==> src/rtl/resp_sig_capture_if.sv <==
// ---------------------------------------------------------------------------
// resp_sig_capture_if
//
// Purpose:
//   Bundles the run-control, serial response and result handshake signals of
//   the response signature capture stage.
//
// Parameters:
//   SIG_W - signature width
//   CNT_W - window length / ones counter width
//
// Signals:
//   start        - request a capture run (master -> slave)
//   win_len      - number of response bits to capture (master -> slave)
//   resp_bit     - serial DUT response bit (master -> slave)
//   result_ack   - consumer acknowledge of a held result (master -> slave)
//   busy         - run in progress (slave -> master)
//   result_valid - signature and ones count are held (slave -> master)
//   sig          - compacted signature (slave -> master)
//   ones_cnt     - number of captured 1 bits (slave -> master)
//
// Optional (RESP_SIG_GOLDEN_CMP_EN defined):
//   golden_sig   - expected signature (master -> slave)
//   golden_ones  - expected ones count (master -> slave)
//   mismatch     - held result differs from golden values (slave -> master)
//
// Modports:
//   master - bench / logger side
//   slave  - capture stage side
// ---------------------------------------------------------------------------
interface resp_sig_capture_if #(
    parameter int SIG_W = 16,
    parameter int CNT_W = 16
);
    logic             start;
    logic [CNT_W-1:0] win_len;
    logic             resp_bit;
    logic             result_ack;
    logic             busy;
    logic             result_valid;
    logic [SIG_W-1:0] sig;
    logic [CNT_W-1:0] ones_cnt;
`ifdef RESP_SIG_GOLDEN_CMP_EN
    logic [SIG_W-1:0] golden_sig;
    logic [CNT_W-1:0] golden_ones;
    logic             mismatch;

    modport master (
        output start, win_len, resp_bit, result_ack, golden_sig, golden_ones,
        input  busy, result_valid, sig, ones_cnt, mismatch
    );

    modport slave (
        input  start, win_len, resp_bit, result_ack, golden_sig, golden_ones,
        output busy, result_valid, sig, ones_cnt, mismatch
    );
`else
    modport master (
        output start, win_len, resp_bit, result_ack,
        input  busy, result_valid, sig, ones_cnt
    );

    modport slave (
        input  start, win_len, resp_bit, result_ack,
        output busy, result_valid, sig, ones_cnt
    );
`endif
endinterface

==> src/rtl/resp_sig_capture.sv <==
// ---------------------------------------------------------------------------
// resp_sig_capture
//
// Purpose:
//   Downstream capture stage for the single-bit benchmark DUT response.
//   Over a programmed window the serial response is compacted into a SISR
//   signature while the number of 1 bits is counted. The result is held
//   behind a valid/ack handshake so a consumer reads one word per run.
//
// Parameters:
//   SIG_W  - signature width (>= 2)
//   CNT_W  - window length and ones counter width
//   POLY   - SISR feedback polynomial
//   SEED   - signature value loaded at every accepted start
//   SETTLE - cycles discarded after start before sampling (0 allowed)
//
// Ports:
//   CK    - rising-edge clock
//   reset - asynchronous active-high reset
//   bus   - resp_sig_capture_if.slave (start, win_len, resp_bit, result_ack,
//           busy, result_valid, sig, ones_cnt)
//
// Optional feature:
//   Macro RESP_SIG_GOLDEN_CMP_EN adds golden_sig / golden_ones inputs and a
//   mismatch output on the interface, registered when the result is held.
// ---------------------------------------------------------------------------
module resp_sig_capture #(
    parameter int               SIG_W  = 16,
    parameter int               CNT_W  = 16,
    parameter logic [SIG_W-1:0] POLY   = 16'h1021,
    parameter logic [SIG_W-1:0] SEED   = 16'hFFFF,
    parameter int               SETTLE = 1
) (
    input  logic                  CK,
    input  logic                  reset,
    resp_sig_capture_if.slave     bus
);

    // Settle counter only needs to hold SETTLE-1; keep at least one bit so
    // the SETTLE = 0 build still has a legal declaration.
    localparam int SET_W = (SETTLE > 1) ? $clog2(SETTLE) : 1;
    localparam logic [SET_W-1:0] SETTLE_LOAD =
        (SETTLE > 0) ? SET_W'(SETTLE - 1) : '0;

    typedef enum logic [1:0] {
        IDLE = 2'd0,
        SKIP = 2'd1,
        CAPT = 2'd2,
        HOLD = 2'd3
    } state_t;

    state_t           state_q, state_n;
    logic [SIG_W-1:0] sig_q, sig_n;
    logic [CNT_W-1:0] ones_q, ones_n;
    logic [CNT_W-1:0] rem_q, rem_n;
    logic [SET_W-1:0] settle_q, settle_n;
    logic             fb;

    // State and datapath registers; everything returns to zero on reset so a
    // run interrupted by reset leaves no partial signature behind.
    always_ff @(posedge CK or posedge reset) begin
        if (reset) begin
            state_q  <= IDLE;
            sig_q    <= '0;
            ones_q   <= '0;
            rem_q    <= '0;
            settle_q <= '0;
        end else begin
            state_q  <= state_n;
            sig_q    <= sig_n;
            ones_q   <= ones_n;
            rem_q    <= rem_n;
            settle_q <= settle_n;
        end
    end

    // Next-state and datapath logic. The signature and count only move in
    // CAPT, so they stay frozen in HOLD and keep their value in IDLE until
    // the next accepted start reloads them.
    always_comb begin
        state_n  = state_q;
        sig_n    = sig_q;
        ones_n   = ones_q;
        rem_n    = rem_q;
        settle_n = settle_q;
        fb       = 1'b0;

        case (state_q)
            IDLE: begin
                if (bus.start) begin
                    sig_n    = SEED;
                    ones_n   = '0;
                    rem_n    = bus.win_len;
                    settle_n = SETTLE_LOAD;
                    // An empty window is complete the moment it is accepted.
                    if (bus.win_len == '0) begin
                        state_n = HOLD;
                    end else if (SETTLE > 0) begin
                        state_n = SKIP;
                    end else begin
                        state_n = CAPT;
                    end
                end
            end

            SKIP: begin
                if (settle_q == '0) begin
                    state_n = CAPT;
                end else begin
                    settle_n = settle_q - SET_W'(1);
                end
            end

            CAPT: begin
                // Serial-input signature: the incoming bit is folded into the
                // feedback tap rather than injected at bit 0.
                fb     = sig_q[SIG_W-1] ^ bus.resp_bit;
                sig_n  = {sig_q[SIG_W-2:0], 1'b0} ^ (fb ? POLY : '0);
                ones_n = ones_q + {{(CNT_W-1){1'b0}}, bus.resp_bit};
                rem_n  = rem_q - CNT_W'(1);
                if (rem_q == CNT_W'(1)) begin
                    state_n = HOLD;
                end
            end

            HOLD: begin
                // A start arriving with the ack is deliberately dropped.
                if (bus.result_ack) begin
                    state_n = IDLE;
                end
            end

            default: begin
                state_n = IDLE;
            end
        endcase
    end

`ifdef RESP_SIG_GOLDEN_CMP_EN
    logic mismatch_q, mismatch_n;

    // The comparison uses the values being written on the HOLD-entry edge,
    // so mismatch is ready in the same cycle result_valid rises.
    always_comb begin
        mismatch_n = mismatch_q;
        if (state_q == IDLE && bus.start) begin
            mismatch_n = 1'b0;
        end
        if (state_n == HOLD && state_q != HOLD) begin
            mismatch_n = (sig_n != bus.golden_sig) || (ones_n != bus.golden_ones);
        end
    end

    // Golden-compare flag register.
    always_ff @(posedge CK or posedge reset) begin
        if (reset) begin
            mismatch_q <= 1'b0;
        end else begin
            mismatch_q <= mismatch_n;
        end
    end

    assign bus.mismatch = mismatch_q;
`endif

    assign bus.busy         = (state_q == SKIP) || (state_q == CAPT);
    assign bus.result_valid = (state_q == HOLD);
    assign bus.sig          = sig_q;
    assign bus.ones_cnt     = ones_q;

endmodule

==> src/flat_wrapper.sv <==
// flat-port wrapper written by rule: the top's interface ports become plain ports
module resp_sig_capture_flat 
#(
    parameter int               SIG_W  = 16,
    parameter int               CNT_W  = 16,
    parameter logic [SIG_W-1:0] POLY   = 16'h1021,
    parameter logic [SIG_W-1:0] SEED   = 16'hFFFF,
    parameter int               SETTLE = 1
)
  (CK, reset, bus_start, bus_win_len, bus_resp_bit, bus_result_ack, bus_busy, bus_result_valid, bus_sig, bus_ones_cnt);
  resp_sig_capture_if #(.SIG_W(SIG_W), .CNT_W(CNT_W)) bus_i ();
  input  logic CK;
  input  logic reset;
  input wire logic [$bits(bus_i.start)-1:0] bus_start;
  input wire logic [$bits(bus_i.win_len)-1:0] bus_win_len;
  input wire logic [$bits(bus_i.resp_bit)-1:0] bus_resp_bit;
  input wire logic [$bits(bus_i.result_ack)-1:0] bus_result_ack;
  output wire logic [$bits(bus_i.busy)-1:0] bus_busy;
  output wire logic [$bits(bus_i.result_valid)-1:0] bus_result_valid;
  output wire logic [$bits(bus_i.sig)-1:0] bus_sig;
  output wire logic [$bits(bus_i.ones_cnt)-1:0] bus_ones_cnt;
  assign bus_i.start = bus_start;
  assign bus_i.win_len = bus_win_len;
  assign bus_i.resp_bit = bus_resp_bit;
  assign bus_i.result_ack = bus_result_ack;
  assign bus_busy = bus_i.busy;
  assign bus_result_valid = bus_i.result_valid;
  assign bus_sig = bus_i.sig;
  assign bus_ones_cnt = bus_i.ones_cnt;
  resp_sig_capture #(.SIG_W(SIG_W), .CNT_W(CNT_W), .POLY(POLY), .SEED(SEED), .SETTLE(SETTLE)) u_core (.CK(CK), .reset(reset), .bus(bus_i));
endmodule
==> config.mk <==
export PLATFORM = sky130hd
export DESIGN_NAME = resp_sig_capture_flat
export DESIGN_NICKNAME = d
export VERILOG_FILES = /design/src/rtl/resp_sig_capture_if.sv /design/src/rtl/resp_sig_capture.sv /design/src/flat_wrapper.sv
export SDC_FILE = /design/constraint.sdc
export NUM_CORES = 1
export LEC_CHECK = 0
export ABC_CLOCK_PERIOD_IN_PS = 6500
export CELL_PAD_IN_SITES_DETAIL_PLACEMENT = 1
export CELL_PAD_IN_SITES_GLOBAL_PLACEMENT = 1
export CORE_MARGIN = 5
export CORE_UTILIZATION = 42
export CTS_CLUSTER_SIZE = 14
export DETAILED_ROUTE_END_ITERATION = 6
export PLACE_DENSITY = 0.92
export SETUP_SLACK_MARGIN = 0.2
export SYNTH_ARGS = -nofsm -noshare
export SYNTH_HDL_FRONTEND = slang
export SYNTH_SLANG_ARGS = --single-unit
==> constraint.sdc <==
create_clock -name CK -period 6.5 [get_ports CK]
set_input_delay 1.3 -clock CK [delete_from_list [all_inputs] [get_ports CK]]
set_output_delay 1.3 -clock CK [all_outputs]
set_load 0.01 [all_outputs]
# Yosys cells after proc, flatten, opt, wreduce, memory -nomap -nowiden
# Cells that the tools add are included.
[totals] out_inout_bits=34 ff_bits=51 elab_cells=42 mem_bits_rw=0 mem_bits_ro=0 n_memories=0 latch_bits=0
[classes] eq_ne=8 shifts=0 add_sub_neg=3 n_mux=16 reduce_logical=8 bitwise=2 multipliers=0 div_mod_pow=0 n_lt_le_gt_ge=0
[op_table] cell="$pmux 16 s2" count=3
[op_table] cell="$mux 16" count=3
[op_table] cell="$add 16x1->16" count=1
[op_table] cell="$eq 16x1->1 const B" count=1
[op_table] cell="$logic_not 16->1" count=1
[op_table] cell="$sub 16x1->16 const B" count=1
[op_table] cell="$xor 16x16->16" count=1
[op_table] cell="$mux 13" count=1
[op_table] cell="$mux 2" count=5
[op_table] cell="$pmux 2 s4" count=1
[op_table] cell="$ne 2x2->1 const B" count=3
[op_table] cell="$eq 2x2->1 const B" count=2
[op_table] cell="$reduce_and 2->1" count=2
[op_table] cell="$reduce_and 4->1" count=1
[op_table] cell="$reduce_bool 2->1" count=2
[op_table] cell="$eq 2x1->1 const B" count=1
[op_table] cell="$logic_not 2->1" count=1
[op_table] cell="$mux 1" count=2
[op_table] cell="$ne 2x1->1 const B" count=1
[op_table] cell="$pmux 1 s2" count=1
[op_table] cell="$logic_or 1x1->1" count=1
[op_table] cell="$sub 1x1->1 const B" count=1
[op_table] cell="$xor 1x1->1" count=1

# Depth between registers and ports, before layout
# Gate-level depths: netlist of run 1.
[depth] ltp_word=4 depth_mapped=8

# Least setup slack after synthesis of run 1
# No wires, ideal clock.
[synth_timing] kind="in2reg" start="input bus_resp_bit" end="register u_core.ones_q[12] (netlist: u_core.bus.ones_cnt[12])" path_slack_ns=3.662 arrival_time_ns=2.760 n_path_buf=1 cell_stages=7 required_time_ns=6.422 cell_sequence="ha_1 -> ha_1 -> nand2_1 -> or3_1 -> clkbuf_1 -> or4_1 -> a21oi_1"
[synth_via] elab_chain_cells=2
[synth_lines] element="from (decl)" line_no="flat_wrapper.sv:16" source="input wire logic [$bits(bus_i.resp_bit)-1:0] bus_resp_bit;"
[synth_lines] element="$add 16x1->16" line_no="resp_sig_capture.sv:119" source="ones_n = ones_q + {{(CNT_W-1){1'b0}}, bus.resp_bit};"
[synth_lines] element="$pmux 16 s2" line_no="resp_sig_capture.sv:88" source="case (state_q)"
[synth_lines] element="to (signal assigned)" line_no="resp_sig_capture.sv:71" source="ones_q <= ones_n;"
[synth_lines] element="to (decl)" line_no="resp_sig_capture.sv:54" source="logic [CNT_W-1:0] ones_q, ones_n;"
# No other way between the ends.
# A chain may end at the register's enable or synchronous reset.

# Final worst setup path of run 1
# Ends and elaborated chain as after synthesis.

==> results.sh, run 1 <==
export IMPL_outcome="complete, no violations"
export IMPL_setup_tns_ns=0
export IMPL_area_growth_pct=26.3
export IMPL_synth_area_per_cell_um2=9.81
export IMPL_initial_utilization=0.437
export IMPL_grt_antenna_before_repair=0
export IMPL_final_cell_area_um2=3310
export IMPL_drive_gt1_frac=0.0411
export IMPL_yosysWarnings=0
export IMPL_drtPass1Iterations=4
export IMPL_synth_nets=295
export IMPL_root_buffer="clkbuf_8"
export IMPL_maxSlewViolCount=0
export IMPL_die_area_um2=7910
export IMPL_crit_slowest_cell="or4_1"
export IMPL_worstPathRequired_ns=6.75
export IMPL_avgRoutedWirePerCell_um=20.2
export IMPL_coreArea_um2=5990
export IMPL_drt_total_wl_mm=7.89
export IMPL_cap_viol_max_count=0
export IMPL_fin_skew_ns=0.00978
export IMPL_io_pins=55
export IMPL_antenna_diode_count=0
export IMPL_power_density_nw_per_um2=307
export IMPL_clk_latency_ns=0.32
export IMPL_crit_top_cell="ha_1"
export IMPL_leakage_nw=1.38
export IMPL_syn_instance_count=267
export IMPL_final_nets=343
export IMPL_cts_htree_levels=2
export IMPL_relSlewSlack=0.222
export IMPL_viasPerCell=6.16
export IMPL_critPathMaxStageDelay_ns=0.57
export IMPL_ant_nets=0
export IMPL_crit_path_cell_trace="clkdlybuf4s50_1 > ha_1 > ha_1 > nand2_1 > or3_1 > or4_1 > a21oi_1"
export IMPL_min_path_type="register to register"
export IMPL_clkTransAtPathRegs_ns=0.10
export IMPL_grt_pass1_wl_mm=12.8
export IMPL_timing_worst_setup_path_type="input port to register"
export IMPL_rrSetupSlack_ns=3.58
export IMPL_fin_total_pwr_mw=1.02
export IMPL_worst_pin_slew_ns=1.16
export IMPL_cts_resized=0
export IMPL_grt_start_max_net_pins=51
export IMPL_yosysSeqAreaShare=0.478
export IMPL_placementRows=28
export IMPL_cp_max_fo=7
export IMPL_grt_usage=0.210
export IMPL_holdBufCountCts=0
export IMPL_cts_buffers=5
export IMPL_grt_pass1_vias=2509
export IMPL_fin_crit_ns=3.24
export IMPL_max_freq_mhz=308
export IMPL_worst_setup_path_end_kind="register"
export IMPL_die_x_um=89.0
export IMPL_die_h_um=89.0
export IMPL_place_area_um2=3210
export IMPL_drcViolationCount=0
export IMPL_arrival_ns=3.49
export IMPL_hold_viol=0
export IMPL_drtIter0Drc=127
export IMPL_cts_sinks=50
export IMPL_instances_no_fill=391
export IMPL_startpoint_type="input port"
export IMPL_hold_slack_ns=0.533
export IMPL_synth_seq_cells=50
export IMPL_gp_congestion=0.817
export IMPL_ys_types=40
export IMPL_ir_worst_vdd_uv=234
export IMPL_dp_cells=383
export IMPL_cts_buffer_depth=2
export IMPL_fin_crit_sh=0.499
export IMPL_synth_area_um2=2620
export IMPL_rsz0062_at_grt="false"
export IMPL_via_count=2408
export IMPL_setup_violations=0
export IMPL_grt_overflow=0
export IMPL_postCtsSetupBuffers=0
export IMPL_hpwl_mm=5.59
export IMPL_io_buffers=54
export IMPL_tritoncts="yes"
-- worst max-delay path: cells and delay by family --
kind            cells  cell delay, ns
buf+inv             1            0.51
fa+ha+maj           2            0.40
simple gates        3            1.12
compound gates      1            0.16
-- cell usage in the layout, fill, tap and decap left out, types with 6 or more instances in the layout --
master / netlist / routed
mux2i_1: 9 / 9
a21oi_1: 20 / 20
xor2_1: 6 / 6
inv_1: 12 / 11
nand2_1: 21 / 21
xnor2_1: 6 / 6
nand4_1: 11 / 11
clkdlybuf4s50_1: 0 / 54
nand3_1: 9 / 9
nor2_1: 14 / 14
o22a_1: 16 / 16
o21ai_0: 7 / 7
dfrtp_1: 50 / 50
ha_1: 7 / 7
o22ai_1: 10 / 10
-- per-stage QoR --
stage,util,setup WS (ns)
2_1_floorplan,-,3.66
5_1_grt,0.552,3.14
3_5_place_dp,0.536,2.95
6_report,0.552,3.26
3_3_place_gp,0.536,3.07
4_1_cts,0.552,3.28
-- cell usage after synthesis --
master / count / area, um2
nor4_2: 1 / 12.5
nand2b_1: 4 / 25.0
a32oi_1: 3 / 26.3
xnor2_1: 6 / 52.6
ha_1: 7 / 87.6
nand4_1: 11 / 68.8
or4_1: 4 / 30.0
xor2_1: 6 / 52.6
nor4_1: 5 / 31.3
mux2i_1: 9 / 90.1
inv_1: 12 / 45.0
and3_1: 3 / 18.8
clkbuf_1: 13 / 48.8
o311ai_0: 1 / 8.76
o22a_1: 16 / 140
buf_1: 1 / 3.75
buf_2: 1 / 5.00
mux2_1: 1 / 11.3
nand3_1: 9 / 45.0
o21ai_0: 7 / 35.0
o21ai_1: 2 / 10.0
nor2_1: 14 / 52.6
nor3b_1: 1 / 7.51
mux2_2: 1 / 11.3
a21oi_1: 20 / 100
o41ai_1: 1 / 8.76
dfrtp_1: 50 / 1250
and2_1: 5 / 31.3
or3_1: 2 / 12.5
o22ai_1: 10 / 62.6
a22o_1: 2 / 17.5
a22oi_1: 1 / 7.51
and4_1: 3 / 26.3
o2bb2ai_1: 1 / 8.76
nor3_1: 4 / 20.0
o31ai_1: 4 / 30.0
o221ai_1: 1 / 8.76
nand2_1: 21 / 78.8
nor4b_1: 3 / 26.3
nand4b_1: 1 / 8.76
-- registers in the layout (all words and copies together), names as in the netlist --
| name | flops |
|---|---|
| u_core.rem_q | 16 |
| u_core.state_q | 2 |
| u_core.bus.ones_cnt | 16 |
| u_core.bus.sig | 16 |
-- cell type report --
cell class	count	area (um2)
Fill cell	666	2680
Multi-Input combinational cell	190	1260
Sequential cell	50	1250
Timing Repair Buffer	56	556
Tap cell	75	93.8
Clock buffer	5	68.8
Inverter	12	45.0
Clock inverter	3	28.8
-- where the power goes --
group / total (mW) / internal (mW) / switching [mW]
clock: 0.205 / 0.0808 / 0.124
sequential: 0.468 / 0.385 / 0.0830
combinational: 0.344 / 0.211 / 0.133
-- layer usage --
| layer | up-vias | part of all wire | track usage |
|---|---|---|---|
| li1 | 1083 | - | - |
| met1 | 1223 | 0.42 | 0.263 |
| met5 | - | 0 | 0 |
| met2 | 88 | 0.50 | 0.370 |
| met3 | 14 | 0.055 | 0.0424 |
| met4 | 0 | 0.017 | 0.0595 |
-- logic make-up after synthesis --
logic type,count (synthesis),share of synthesized area
compound gates,69,0.177
flops,50,0.478
simple gates,91,0.189
fa+ha+maj,7,0.0334
xor+xnor,12,0.0401
buf+inv,27,0.0392
mux,11,0.0430
-- worst paths after layout --
path | end | start | cells after the start
worst max-delay path | u_core.bus.ones_cnt[12]$_DFFE_PP0P_ | bus_resp_bit | 7
worst min-delay path | u_core.rem_q[10]$_DFFE_PP0P_ | u_core.rem_q[10]$_DFFE_PP0P_ | 2
worst max register to register | u_core.bus.ones_cnt[12]$_DFFE_PP0P_ | u_core.state_q[0]$_DFFE_PP0P_ | 6
worst min register to register | u_core.rem_q[10]$_DFFE_PP0P_ | u_core.rem_q[10]$_DFFE_PP0P_ | 2
max in group asynchronous | u_core.bus.ones_cnt[4]$_DFFE_PP0P_ | reset | 2
min in group asynchronous | u_core.bus.ones_cnt[5]$_DFFE_PP0P_ | reset | 2
Power figures use the tool's default switching activity.
==> run 2, diff against run 1 <==
--- a/config.mk
+++ b/config.mk
@@ -5,14 +5,14 @@
 export SDC_FILE = /design/constraint.sdc
 export NUM_CORES = 1
 export LEC_CHECK = 0
-export ABC_CLOCK_PERIOD_IN_PS = 6500
+export ABC_CLOCK_PERIOD_IN_PS = 2650
 export CELL_PAD_IN_SITES_DETAIL_PLACEMENT = 1
 export CELL_PAD_IN_SITES_GLOBAL_PLACEMENT = 1
 export CORE_MARGIN = 5
-export CORE_UTILIZATION = 42
+export CORE_UTILIZATION = 35
 export CTS_CLUSTER_SIZE = 14
 export DETAILED_ROUTE_END_ITERATION = 6
-export PLACE_DENSITY = 0.92
+export PLACE_DENSITY = 0.83
 export SETUP_SLACK_MARGIN = 0.2
 export SYNTH_ARGS = -nofsm -noshare
 export SYNTH_HDL_FRONTEND = slang
==> constraint.sdc (replaced) <==
create_clock -name CK -period 2.65 [get_ports CK]
set_input_delay 0.53 -clock CK [delete_from_list [all_inputs] [get_ports CK]]
set_output_delay 0.53 -clock CK [all_outputs]
set_load 0.01 [all_outputs]
==> run 2 against run 1 <==
Net effect:
- first-iteration DRC count shrank 29%
- via count is 1.3% lower
- critical path depth stayed put
- die area up 18%
- critical path type unchanged
- cell area up 3.9%
==> results.sh, run 2 (synthesized netlist as in run 1, its figures left out) <==
export IMPL_outcome="complete, no violations"
export IMPL_worstReg2RegStart="u_core.state_q[1]$_DFFE_PP0P_"
export IMPL_drtPass1Iterations=4
export IMPL_dp_cells=418
export IMPL_seqCellArea_um2=1250
export IMPL_leakage_nw=1.44
export IMPL_grt_start_max_net_pins=31
export IMPL_worst_setup_path_end_kind="register"
export IMPL_worst_pin_slew_ns=0.841
export IMPL_die_area_um2=9310
export IMPL_placementRows=31
export IMPL_nFillCells=814
export IMPL_area_growth_pct=31.2
export IMPL_r2r_end="u_core.bus.sig[2]$_DFFE_PP0P_"
export IMPL_critPathMaxStageDelay_ns=0.50
export IMPL_holdBufCountCts=0
export IMPL_max_freq_mhz=435
export IMPL_setup_violations=0
export IMPL_hpwl_mm=5.51
export IMPL_drive_gt1_frac=0.0734
export IMPL_ant_nets=0
export IMPL_via_count=2376
export IMPL_fin_skew_ns=0.0118
export IMPL_clockPowerShare=0.199
export IMPL_viasPerCell=5.58
export IMPL_setup_tns_ns=0
export IMPL_p_int_mw=1.69
export IMPL_power_density_nw_per_um2=715
export IMPL_cp_top_family="simple AND/OR/NAND/NOR gates"
export IMPL_io_pins=55
export IMPL_power_switching_mw=0.768
export IMPL_grt_pass1_vias=2536
export IMPL_cts_buffers=5
export IMPL_die_x_um=96.5
export IMPL_final_cell_area_um2=3440
export IMPL_startpoint_type="input port"
export IMPL_cp_max_fo=6
export IMPL_avgRoutedWirePerCell_um=17.5
export IMPL_cts_buffer_depth=2
export IMPL_startpoint="bus_resp_bit"
export IMPL_ir_worst_vdd_uv=461
export IMPL_fin_crit_sh=0.867
export IMPL_instances_no_fill=426
export IMPL_io_buffers=54
export IMPL_crit_path_cell_trace="clkdlybuf4s50_1 > ha_1 > ha_1 > nand2_1 > or3_1 > or4_1 > a21oi_1"
export IMPL_clkTransAtPathRegs_ns=0.10
export IMPL_hold_slack_ns=0.522
export IMPL_final_cell_mix="clkdlybuf4s50_1, dfrtp_1, nand2_1"
export IMPL_clk_latency_ns=0.31
export IMPL_root_buffer="clkbuf_8"
export IMPL_multi_input_area_um2=1260
export IMPL_seq_power_share=0.462
export IMPL_relSlewSlack=0.435
export IMPL_worstPathRequired_ns=2.89
export IMPL_postCtsSetupBuffers=0
export IMPL_hold_viol=0
export IMPL_crit_cells=7
export IMPL_grt_antenna_before_repair=0
export IMPL_timing_worst_setup_path_type="input port to register"
export IMPL_combinationalPowerShare=0.339
export IMPL_place_area_um2=3340
export IMPL_worst_slack_ns=0.353
export IMPL_final_util=0.474
export IMPL_arrival_ns=2.54
export IMPL_cts_htree_levels=2
export IMPL_tritoncts="yes"
export IMPL_gp_congestion=0.852
export IMPL_grt_usage=0.176
export IMPL_crit_buf_inv=1
export IMPL_fin_crit_ns=2.30
export IMPL_fin_total_pwr_mw=2.45
export IMPL_antenna_diode_count=0
export IMPL_grt_overflow=0
export IMPL_min_path_type="register to register"
export IMPL_coreArea_um2=7250
export IMPL_grt_pass1_wl_mm=12.7
export IMPL_reg2reg_depth=6
export IMPL_drtIter0Drc=90
export IMPL_final_common_cell="clkdlybuf4s50_1"
export IMPL_cts_resized=0
export IMPL_crit_top_cell="ha_1"
export IMPL_final_nets=354
export IMPL_crit_slowest_cell="clkdlybuf4s50_1"
export IMPL_rsz0062_at_grt="false"
export IMPL_rrSetupSlack_ns=0.57
export IMPL_maxSlewViolCount=0
export IMPL_die_h_um=96.5
export IMPL_dp_worst_setup_slack_ns=0.0351
export IMPL_cts_sinks=50
export IMPL_critPathCapture="u_core.bus.ones_cnt[10]$_DFFE_PP0P_"
export IMPL_drcViolationCount=0
export IMPL_switching_share=0.313
export IMPL_drt_total_wl_mm=7.46
export IMPL_cap_viol_max_count=0
export IMPL_initial_utilization=0.361
run 2: cell count changes in the layout (fill, tap and decap cells not counted):
cell and change:
inv_6 -1, inv_8 -1, buf_12 +1, clkbuf_8 +1, clkinv_4 +1, buf_4 +10
run 2: area by class of cell:
| type | count | share of cell area |
|---|---|---|
| clock buffers | 6 | 0.0240 |
| clock inverters | 2 | 0.00510 |
| inverters | 12 | 0.0131 |
| multi-input cells | 190 | 0.368 |
| flip-flops and latches | 50 | 0.364 |
| well taps | 99 | 0.0361 |
| repair buffers | 67 | 0.189 |
run 2: worst min path at each step:
stage	startpoint	end	slack (ns)	cells after the start
2_1_floorplan	u_core.rem_q[10]$_DFFE_PP0P_	u_core.rem_q[10]$_DFFE_PP0P_	0.46	2
3_3_place_gp	u_core.rem_q[10]$_DFFE_PP0P_	u_core.rem_q[10]$_DFFE_PP0P_	0.48	2
3_5_place_dp	u_core.rem_q[10]$_DFFE_PP0P_	u_core.rem_q[10]$_DFFE_PP0P_	0.50	2
4_1_cts	u_core.rem_q[10]$_DFFE_PP0P_	u_core.rem_q[10]$_DFFE_PP0P_	0.53	2
5_1_grt	u_core.bus.sig[1]$_DFFE_PP0P_	u_core.bus.sig[1]$_DFFE_PP0P_	0.56	1
6_report	u_core.rem_q[10]$_DFFE_PP0P_	u_core.rem_q[10]$_DFFE_PP0P_	0.52	2
run 2: routing by layer:
| metal | track usage | wire, um |
|---|---|---|
| met4 | 0.0421 | 83 |
| met5 | 0 | 0 |
| met2 | 0.308 | 3680 |
| met3 | 0.0318 | 310 |
| met1 | 0.224 | 3390 |
run 2: worst min-delay path, cell delays in order, from the launching register on:
cell	delay (ns)
dfrtp_1	0.36
nand3_1	0.07
nand2_1	0.06
run 2: power by group through the flow:
| stage | Sequential (mW) | Clock (mW) | Combinational, mW |
|---|---|---|---|
| floorplan | 1.19 | 0 | 0.293 |
| global placement | 1.14 | 0 | 0.826 |
| detailed placement | 1.15 | 0 | 0.845 |
| CTS | 1.14 | 0.499 | 0.849 |
| global route | 1.17 | 0.535 | 0.903 |
| finish | 1.13 | 0.488 | 0.832 |
==> run 3, diff against run 2 <==
--- a/config.mk
+++ b/config.mk
@@ -9,10 +9,11 @@
 export CELL_PAD_IN_SITES_DETAIL_PLACEMENT = 1
 export CELL_PAD_IN_SITES_GLOBAL_PLACEMENT = 1
 export CORE_MARGIN = 5
-export CORE_UTILIZATION = 35
+export CORE_UTILIZATION = 43
 export CTS_CLUSTER_SIZE = 14
 export DETAILED_ROUTE_END_ITERATION = 6
-export PLACE_DENSITY = 0.83
+export DONT_BUFFER_PORTS = 1
+export PLACE_DENSITY = 0.8
 export SETUP_SLACK_MARGIN = 0.2
 export SYNTH_ARGS = -nofsm -noshare
 export SYNTH_HDL_FRONTEND = slang
==> run 3 against run 2 <==
Net effect:
- count of clock-buffer cells in the layout unchanged
- worst setup slack better by 0.18 ns
- non-clock buffer count down 56
- critical endpoint is now u_core.bus.ones_cnt[12]$_DFFE_PP0P_
- largest power group unchanged
==> results.sh, run 3 (synthesized netlist as in run 1, its figures left out) <==
export IMPL_rrSetupSlack_ns=0.54
export IMPL_cts_sinks=50
export IMPL_die_x_um=88.0
export IMPL_timing_worst_setup_path_type="register to register"
export IMPL_maxSlewViolCount=0
export IMPL_worst_pin_slew_ns=0.630
export IMPL_hpwl_mm=5.10
export IMPL_outcome="complete, no violations"
export IMPL_grt_usage=0.195
export IMPL_reg2reg_depth=6
export IMPL_clkTransAtPathRegs_ns=0.10
export IMPL_dp_cells=338
export IMPL_crit_top_cell="ha_1"
export IMPL_clk_latency_ns=0.31
export IMPL_final_cell_mix="dfrtp_1, nand2_1, a21oi_1"
export IMPL_drcViolationCount=0
export IMPL_min_path_type="input port to asynchronous set/reset pin"
export IMPL_initial_utilization=0.442
export IMPL_power_density_nw_per_um2=727
export IMPL_via_count=2125
export IMPL_max_freq_mhz=473
export IMPL_cts_buffer_depth=2
export IMPL_antenna_diode_count=0
export IMPL_crit_slowest_cell="or4_1"
export IMPL_area_growth_pct=8.84
export IMPL_worstPathRequired_ns=2.90
export IMPL_grt_pass1_vias=2276
export IMPL_crit_path_cell_trace="ha_1 > ha_1 > nand2_1 > or3_1 > or4_1 > a21oi_1"
export IMPL_cts_buffers=5
export IMPL_placementRows=28
export IMPL_cts_htree_levels=2
export IMPL_fin_crit_ns=2.11
export IMPL_final_nets=298
export IMPL_rsz0062_at_grt="false"
export IMPL_critPathMaxStageDelay_ns=0.54
export IMPL_holdBufCountCts=0
export IMPL_root_buffer="clkbuf_8"
export IMPL_io_buffers=0
export IMPL_die_area_um2=7750
export IMPL_gp_congestion=0.763
export IMPL_grt_start_max_net_pins=27
export IMPL_cp_top_family="simple AND/OR/NAND/NOR gates"
export IMPL_drive_gt1_frac=0.0812
export IMPL_coreArea_um2=5920
export IMPL_io_pins=55
export IMPL_crit_buf_inv=0
export IMPL_tritoncts="yes"
export IMPL_avgRoutedWirePerCell_um=20.2
export IMPL_grt_antenna_before_repair=0
export IMPL_setup_tns_ns=0
export IMPL_cap_viol_max_count=0
export IMPL_startpoint_type="register"
export IMPL_setup_violations=0
export IMPL_instances_no_fill=346
export IMPL_fin_skew_ns=0.0123
export IMPL_ant_nets=0
export IMPL_hold_viol=0
export IMPL_postCtsSetupBuffers=0
export IMPL_crit_cells=6
export IMPL_grt_overflow=0
export IMPL_arrival_ns=2.36
export IMPL_ir_worst_vdd_uv=513
export IMPL_die_h_um=88.0
export IMPL_fin_crit_sh=0.798
export IMPL_cts_resized=0
export IMPL_drtIter0Drc=76
export IMPL_worst_setup_path_end_kind="register"
export IMPL_leakage_nw=1.22
export IMPL_relSlewSlack=0.579
export IMPL_cp_max_fo=7
export IMPL_grt_pass1_wl_mm=11.8
export IMPL_drt_total_wl_mm=6.98
export IMPL_drtPass1Iterations=4
export IMPL_final_common_cell="dfrtp_1"
export IMPL_viasPerCell=6.14
==> run 3: changes by cell type in the layout (fill, tap and decap cells not counted) <==
cell             delta
clkdlybuf4s50_1    -54
buf_4               -2
==> run 3: path summary, 6_finish.rpt <==
| check | start | to |
|---|---|---|
| worst max-delay path | u_core.bus.ones_cnt[0]$_DFFE_PP0P_ | u_core.bus.ones_cnt[12]$_DFFE_PP0P_ |
| worst min-delay path | reset | u_core.bus.sig[8]$_DFFE_PP0P_ |
| worst max register to register | u_core.bus.ones_cnt[0]$_DFFE_PP0P_ | u_core.bus.ones_cnt[12]$_DFFE_PP0P_ |
| worst min register to register | u_core.rem_q[10]$_DFFE_PP0P_ | u_core.rem_q[10]$_DFFE_PP0P_ |
| max in group asynchronous | reset | u_core.rem_q[3]$_DFFE_PP0P_ |
| min in group CK | bus_win_len[9] | u_core.rem_q[9]$_DFFE_PP0P_ |
==> run 3: final cells by class <==
class / instances / area, um2
fillers: 657 / 3070
multi-input cells: 190 / 1260
flip-flops and latches: 50 / 1250
repair buffers: 11 / 95.1
well taps: 75 / 93.8
clock buffers: 6 / 82.6
inverters: 12 / 45.0
clock inverters: 2 / 17.5
==> run 3: layer usage <==
layer | wire length, um | vias up | GRT usage
met1 | 3100 | 1066 | 0.249
met3 | 491 | 3 | 0.0677
li1 | - | 1003 | -
met2 | 3350 | 53 | 0.322
met5 | 0 | - | 0
met4 | 31 | 0 | 0.0412
==> run 3: power breakdown <==
part	internal (mW)	switching [mW]	total (mW)	leakage, nW
combinational	0.204	0.140	0.344	0.549
sequential	0.943	0.301	1.24	0.624
clock	0.215	0.270	0.485	0.0514
total	1.36	0.711	2.07	1.22
==> run 3: per-stage QoR <==
stage	cell area [um2]	hold WS, ns	worst slack, ns	utilization	total power [mW]
finish	2850	0.148	0.535	0.481	2.07
global route	2850	0.179	0.374	0.481	2.21
CTS	2850	0.159	0.508	0.481	2.10
detailed placement	2750	0.494	0.464	0.464	1.61
global placement	2750	0.475	0.528	0.464	1.58
floorplan	2620	0.460	0.532	-	1.49
